==> config.mk <==
export PLATFORM = sky130hd
export DESIGN_NAME = axi_read_row_scheduler
export DESIGN_NICKNAME = d
export VERILOG_FILES = /design/src/rtl/axi_read_row_scheduler_pkg.sv /design/src/rtl/axi_read_row_scheduler_sched_watchdog.sv /design/src/rtl/axi_read_row_scheduler.sv
export SDC_FILE = /design/constraint.sdc
export NUM_CORES = 1
export LEC_CHECK = 0
export CORE_MARGIN = 5
export CORE_UTILIZATION = 55
export CTS_BUF_LIST = sky130_fd_sc_hd__clkbuf_8
export CTS_CLUSTER_DIAMETER = 30
export CTS_CLUSTER_SIZE = 8
export DETAILED_ROUTE_END_ITERATION = 8
export GPL_TIMING_DRIVEN = 0
export PLACE_DENSITY = 0.83
export SLEW_MARGIN = 20
export SYNTH_ARGS = -nofsm -noshare
export SYNTH_HDL_FRONTEND = slang
export SYNTH_SLANG_ARGS = --single-unit
==> constraint.sdc <==
create_clock -name clk -period 2.7 [get_ports clk]
set_input_delay 0.27 -clock clk [delete_from_list [all_inputs] [get_ports clk]]
set_output_delay 0.27 -clock clk [all_outputs]
set_load 0.005 [all_outputs]
==> src/rtl/axi_read_row_scheduler_pkg.sv <==
// Shared types and constants for the row-by-row AXI read scheduler.
package axi_read_row_scheduler_pkg;

    localparam int ADDR_W_DEF     = 32;
    localparam int LEN_W_DEF      = 32;
    localparam int ROWS_W_DEF     = 16;
    localparam int GAP_CYCLES_DEF = 2;
    localparam int TIMEOUT_W_DEF  = 20;

    localparam logic [1:0] ERR_NONE    = 2'd0;
    localparam logic [1:0] ERR_CFG     = 2'd1;
    localparam logic [1:0] ERR_TIMEOUT = 2'd2;

    typedef enum logic [2:0] {
        ST_IDLE   = 3'd0,
        ST_LAUNCH = 3'd1,
        ST_WAIT   = 3'd2,
        ST_GAP    = 3'd3,
        ST_FIN    = 3'd4,
        ST_ERR    = 3'd5
    } state_e;

endpackage

==> src/rtl/axi_read_row_scheduler_sched_watchdog.sv <==
// Saturating cycle counter with synchronous clear; expired is high once the count is all ones.
module axi_read_row_scheduler_sched_watchdog #(
    parameter int CNT_W = 20
) (
    input  logic clk,
    input  logic resetn,
    input  logic clr,
    input  logic en,
    output logic expired
);

    logic [CNT_W-1:0] count_r;

    assign expired = &count_r;

    // Count enabled cycles, holding at the saturation value.
    always_ff @(posedge clk or negedge resetn) begin
        if (!resetn) begin
            count_r <= '0;
        end else if (clr) begin
            count_r <= '0;
        end else if (en && !expired) begin
            count_r <= count_r + CNT_W'(1);
        end
    end

endmodule

==> src/rtl/axi_read_row_scheduler.sv <==
// Issues one read-master job per feature-map row, stepping the address by a stride,
// with abort, bad-config and watchdog-timeout handling.
module axi_read_row_scheduler
    import axi_read_row_scheduler_pkg::*;
#(
    parameter int ADDR_W     = ADDR_W_DEF,
    parameter int LEN_W      = LEN_W_DEF,
    parameter int ROWS_W     = ROWS_W_DEF,
    parameter int GAP_CYCLES = GAP_CYCLES_DEF,
    parameter int TIMEOUT_W  = TIMEOUT_W_DEF
) (
    input  logic              clk,
    input  logic              resetn,
    input  logic              cfg_start,
    input  logic [ADDR_W-1:0] cfg_base,
    input  logic [ADDR_W-1:0] cfg_stride,
    input  logic [LEN_W-1:0]  cfg_row_len,
    input  logic [ROWS_W-1:0] cfg_rows,
    input  logic              cfg_abort,
    output logic              busy,
    output logic              done,
    output logic [1:0]        err,
    output logic [ROWS_W-1:0] row_idx,
    output logic              rd_apStart,
    output logic [ADDR_W-1:0] rd_addr,
    output logic [LEN_W-1:0]  rd_len,
    input  logic              rd_apDone
);

    localparam int GAP_W = (GAP_CYCLES > 1) ? $clog2(GAP_CYCLES) : 1;
    localparam logic [GAP_W-1:0]  GAP_LAST = GAP_W'(GAP_CYCLES - 1);
    localparam logic [ROWS_W-1:0] ROW_ONE  = ROWS_W'(1);

    state_e            state_r, state_s;
    logic              busy_r, busy_s, done_r, done_s;
    logic [1:0]        err_r, err_s;
    logic [ROWS_W-1:0] row_idx_r, row_idx_s, rows_r, rows_s, row_inc_s;
    logic              start_r, start_s;
    logic [ADDR_W-1:0] addr_r, addr_s, cur_addr_r, cur_addr_s, stride_r, stride_s;
    logic [LEN_W-1:0]  len_r, len_s, row_len_r, row_len_s;
    logic              abort_r, abort_s, abort_now_s;
    logic [GAP_W-1:0]  gap_r, gap_s;
    logic              wd_clr_s, wd_en_s, wd_expired_s;

    axi_read_row_scheduler_sched_watchdog #(.CNT_W(TIMEOUT_W)) u_watchdog (
        .clk     (clk),
        .resetn  (resetn),
        .clr     (wd_clr_s),
        .en      (wd_en_s),
        .expired (wd_expired_s)
    );

    assign row_inc_s   = row_idx_r + ROW_ONE;
    assign abort_now_s = abort_r | cfg_abort;

    // Next-state and next-output logic; read-master outputs are zero unless a job is live.
    always_comb begin
        state_s    = state_r;
        busy_s     = busy_r;
        done_s     = 1'b0;
        err_s      = err_r;
        row_idx_s  = row_idx_r;
        rows_s     = rows_r;
        start_s    = 1'b0;
        addr_s     = '0;
        len_s      = '0;
        cur_addr_s = cur_addr_r;
        stride_s   = stride_r;
        row_len_s  = row_len_r;
        abort_s    = abort_r;
        gap_s      = gap_r;
        wd_clr_s   = 1'b0;
        wd_en_s    = 1'b0;
        case (state_r)
            ST_IDLE: begin
                abort_s = 1'b0;
                if (cfg_start) begin
                    if ((cfg_rows != '0) && (cfg_row_len != '0)) begin
                        cur_addr_s = cfg_base;
                        stride_s   = cfg_stride;
                        row_len_s  = cfg_row_len;
                        rows_s     = cfg_rows;
                        row_idx_s  = '0;
                        err_s      = ERR_NONE;
                        busy_s     = 1'b1;
                        start_s    = 1'b1;
                        addr_s     = cfg_base;
                        len_s      = cfg_row_len;
                        state_s    = ST_LAUNCH;
                    end else begin
                        err_s  = ERR_CFG;
                        done_s = 1'b1;
                    end
                end else begin
                    state_s = ST_IDLE;
                end
            end
            ST_LAUNCH: begin
                start_s  = 1'b1;
                addr_s   = addr_r;
                len_s    = len_r;
                wd_clr_s = 1'b1;
                abort_s  = abort_now_s;
                state_s  = ST_WAIT;
            end
            ST_WAIT: begin
                start_s = 1'b1;
                addr_s  = addr_r;
                len_s   = len_r;
                wd_en_s = 1'b1;
                abort_s = abort_now_s;
                if (rd_apDone) begin
                    start_s    = 1'b0;
                    addr_s     = '0;
                    len_s      = '0;
                    row_idx_s  = row_inc_s;
                    cur_addr_s = cur_addr_r + stride_r;
                    if ((row_inc_s == rows_r) || abort_now_s) begin
                        done_s  = 1'b1;
                        state_s = ST_FIN;
                    end else begin
                        gap_s   = '0;
                        state_s = ST_GAP;
                    end
                end else if (wd_expired_s) begin
                    start_s = 1'b0;
                    addr_s  = '0;
                    len_s   = '0;
                    err_s   = ERR_TIMEOUT;
                    done_s  = 1'b1;
                    state_s = ST_ERR;
                end else begin
                    state_s = ST_WAIT;
                end
            end
            ST_GAP: begin
                abort_s = abort_now_s;
                if (abort_now_s) begin
                    done_s  = 1'b1;
                    state_s = ST_FIN;
                end else if (gap_r == GAP_LAST) begin
                    start_s = 1'b1;
                    addr_s  = cur_addr_r;
                    len_s   = row_len_r;
                    state_s = ST_LAUNCH;
                end else begin
                    gap_s = gap_r + GAP_W'(1);
                end
            end
            ST_FIN, ST_ERR: begin
                busy_s  = 1'b0;
                state_s = ST_IDLE;
            end
            default: begin
                busy_s  = 1'b0;
                state_s = ST_IDLE;
            end
        endcase
    end

    // State and registered-output update.
    always_ff @(posedge clk or negedge resetn) begin
        if (!resetn) begin
            state_r    <= ST_IDLE;
            busy_r     <= 1'b0;
            done_r     <= 1'b0;
            err_r      <= ERR_NONE;
            row_idx_r  <= '0;
            rows_r     <= '0;
            start_r    <= 1'b0;
            addr_r     <= '0;
            len_r      <= '0;
            cur_addr_r <= '0;
            stride_r   <= '0;
            row_len_r  <= '0;
            abort_r    <= 1'b0;
            gap_r      <= '0;
        end else begin
            state_r    <= state_s;
            busy_r     <= busy_s;
            done_r     <= done_s;
            err_r      <= err_s;
            row_idx_r  <= row_idx_s;
            rows_r     <= rows_s;
            start_r    <= start_s;
            addr_r     <= addr_s;
            len_r      <= len_s;
            cur_addr_r <= cur_addr_s;
            stride_r   <= stride_s;
            row_len_r  <= row_len_s;
            abort_r    <= abort_s;
            gap_r      <= gap_s;
        end
    end

    assign busy       = busy_r;
    assign done       = done_r;
    assign err        = err_r;
    assign row_idx    = row_idx_r;
    assign rd_apStart = start_r;
    assign rd_addr    = addr_r;
    assign rd_len     = len_r;

endmodule
==> results of run 1 <==
[layout make-up]
| cell class | count | area, sq um |
|---|---|---|
| clock buffers | 51 | 702 |
| flip-flops and latches | 222 | 5560 |
| inverters | 79 | 297 |
| diodes | 2 | 5.00 |
| clock inverters | 30 | 342 |
| well taps | 270 | 338 |
| multi-input cells | 736 | 5390 |
| plain buffers | 61 | 299 |
| repair buffers | 205 | 2110 |
| fillers | 1434 | 5260 |
[through the flow]
step / cells / power [uW] / worst slack (ps) / util, %
floorplan: 1100 / 11100 / 331 / -
global placement: 1570 / 13700 / -7820 / 67.6
detailed placement: 1573 / 14000 / -1140 / 68.0
CTS: 1655 / 18200 / -14.9 / 73.4
global route: 1656 / 19700 / -23.6 / 74.1
finish: 1656 / 18600 / 97.6 / 74.1
[worst max-delay path, stage by stage (launching register included)]
cell	delay, ps
dfrtp_1	420
ha_4	190
inv_2	60
fa_2	220
nor2b_4	50
o31a_1	320
o21a_1	230
o21ai_2	170
nand3b_1	180
o41ai_2	370
xor2_1	180
o21ai_1	70
[cells in the mapped netlist (all sizes together), types with 3 or more instances]
cell type / number
a21o: 12
xor2: 27
xnor2: 32
or4: 3
buf: 18
a31oi: 9
a211oi: 9
ha: 33
and3: 14
nor4: 16
nand3: 25
o31ai: 10
nor2b: 6
nor3: 21
mux2i: 7
clkbuf: 45
nand2b: 4
a22oi: 10
mux2: 80
dfrtp: 222
a221oi: 3
a41oi: 3
or3: 6
nand3b: 7
and2: 7
o211ai: 5
o21ai: 70
a222oi: 64
nand4: 10
inv: 79
nand2: 78
a21oi: 56
and4: 3
nor2: 76
o21a: 9
[routing by layer]
layer | vias to the layer above | wire (microns) | GRT usage, %
met5 | - | 0 | 0
met3 | 87 | 3210 | 6.86
met4 | 0 | 945 | 9.97
met1 | 4891 | 14000 | 37.4
li1 | 4556 | - | -
met2 | 526 | 15900 | 44.7
[cells by family after synthesis]
group,synth area share (%)
AND/OR/NAND/NOR,12.0
AO/OA/AOI/OAI,17.2
flip-flops,48.8
buffers and inverters,5.12
multiplexers,8.54
XOR/XNOR,4.54
adder cells (fa/ha/maj),3.81
[flip-flops by register name, summed over array words and instances, names as in the netlist, 2 cells and up]
register	flops
u_watchdog.count_r	20
cur_addr_r	32
err	2
state_r	3
rows_r	16
row_len_r	32
rd_addr	32
stride_r	32
row_idx	16
rd_len	32
[worst paths after layout]
| kind | from | depth (start not counted) | to |
|---|---|---|---|
| worst min register to register | rd_len[17] | 2 | rd_len[17] |
| worst min-delay path | resetn | 2 | row_idx[13] |
| min in group clk | rd_apDone | 2 | state_r[2] |
| max in group asynchronous | resetn | 5 | cur_addr_r[10] |
| worst max-delay path | cur_addr_r[0] | 11 | cur_addr_r[30] |
| worst max register to register | cur_addr_r[0] | 11 | cur_addr_r[30] |
[timing repair]
item,in CTS,in global routing
endpoints found under the setup margin,132,148
pin swaps,0,9
resized for setup,23,41
endpoints found under the hold margin,107,0
setup buffers,0,1
hold buffers,1,0
[power groups by stage]
stage	combinational, uW	clock, uW	sequential [uW]
floorplan	5820	0	5320
global placement	8200	0	5530
detailed placement	8440	0	5580
CTS	8630	4020	5550
global route	9850	4190	5710
finish	9030	3970	5590
==> results.json, run 1 <==
{
  "switching_share_pct": 39.6,
  "cts_inserted_buffers": 45,
  "critPathKind": "flop to flop",
  "critPathLaunchType": "flop",
  "ys.flop_type": "dfrtp_1",
  "p_per_area_mw_per_mm2": 1240,
  "path_max_fanout": 4,
  "slew_violations": 0,
  "ys_ff_latch": 222,
  "cp-end-kind": "flop",
  "maxCapViolations": 0,
  "yosys-top-cells-area": "dfrtp_1, mux2_2, a222oi_1, ha_1, o21ai_0",
  "layout_commonest_cell": "dfrtp_1",
  "async_reset_ff_share_pct": 100,
  "intPower_uw": 11200,
  "initial_core_util_pct": 56.0,
  "final_area_sq_mm": 0.0150,
  "hold_viol": 0,
  "synth_warnings": 0,
  "max-slew-margin-rel_pct": 49.4,
  "finalSetupViolations": 0,
  "nets": 1501,
  "gp_congestion": 0.900,
  "avgSynthCellArea_sq_um": 10.3,
  "vias_per_cell": 6.07,
  "layout_common_cells": "dfrtp_1, clkdlybuf4s50_1, inv_1",
  "combPwrFrac_pct": 48.6,
  "r2r_slack_ps": 100,
  "cts_tree": "done",
  "p_clk_share_pct": 21.4,
  "syn_inst": 1100,
  "drc_errors": 2,
  "grt_max_degree": 72,
  "placed_area_sq_mm": 0.0138,
  "max_freq_mhz": 384,
  "die_h_microns": 154,
  "synth-edff-count": 0,
  "wl_per_cell_microns": 20.5,
  "drtIter0Drc": 1144,
  "synth_top_area_share_pct": 48.8,
  "yosysTopAreaCell": "dfrtp_1",
  "grt.total_usage_pct": 28.0,
  "io_pins": 202,
  "first_pass_iters": 9,
  "timing.setup.tns_ps": 0,
  "fin_crit_ps": 2600,
  "cp.required_ps": 3130,
  "cp.arrival_ps": 3030,
  "rsz0062_at_grt": "true",
  "grt_pass1_vias": 10300,
  "wirelength_mm": 34.0,
  "hp-class": "input port to asynchronous set/reset pin",
  "overflow": 0,
  "outcome": "finished, violations left",
  "cts_root_buf": "clkbuf_8",
  "antenna_left": 0,
  "drive_gt1_share_pct": 16.5,
  "area_growth_pct": 32.2,
  "die_x_microns": 154,
  "clock-sinks": 222,
  "clk_latency_ps": 570,
  "clkTransAtPathRegs_ps": 60,
  "core-area_sq_mm": 0.0203,
  "vias": 10100,
  "p_leak_uw": 0.00675,
  "h-tree-depth": 2,
  "grt_pass1_wl_mm": 53.9,
  "fin_hold_ws_ps": 180,
  "pwr-share-seq_pct": 30.1,
  "power.switching_uw": 7360,
  "vdd.ir_drop.worst_mv": 0.595,
  "fin_skew_ps": 28.0,
  "period_share_pct": 96.4,
  "worst_pin_slew_ps": 759,
  "seq_area_frac_synth_pct": 48.8,
  "synthDistinctLibCells": 61,
  "antenna_found_initial": 2,
  "die-area_sq_mm": 0.0237,
  "hpwl_mm": 24.0,
  "row_count": 52,
  "violations": "design-rule violations",
  "syn_area_sq_mm": 0.0114,
  "cts.path.max_buffers": 3,
  "port-buffer-count": 200,
  "synth_fp_nets": 1251
}
No activity file was read; power rests on OpenSTA's default activity.
==> run 2: changes to the inputs <==
==> constraint.sdc (replaced) <==
create_clock -name clk -period 2.7 [get_ports clk]
set_input_delay 0.27 -clock clk [delete_from_list [all_inputs] [get_ports clk]]
set_output_delay 0.27 -clock clk [all_outputs]
set_load 0.05 [all_outputs]
==> results of run 2 <==
Same layout as run 1 (identical final DEF). Status: finished, violations left: design-rule violations.
Main changes from that run: total power 18600 uW -> 19900 uW; worst IR drop on VDD 0.595 mV -> 0.697 mV
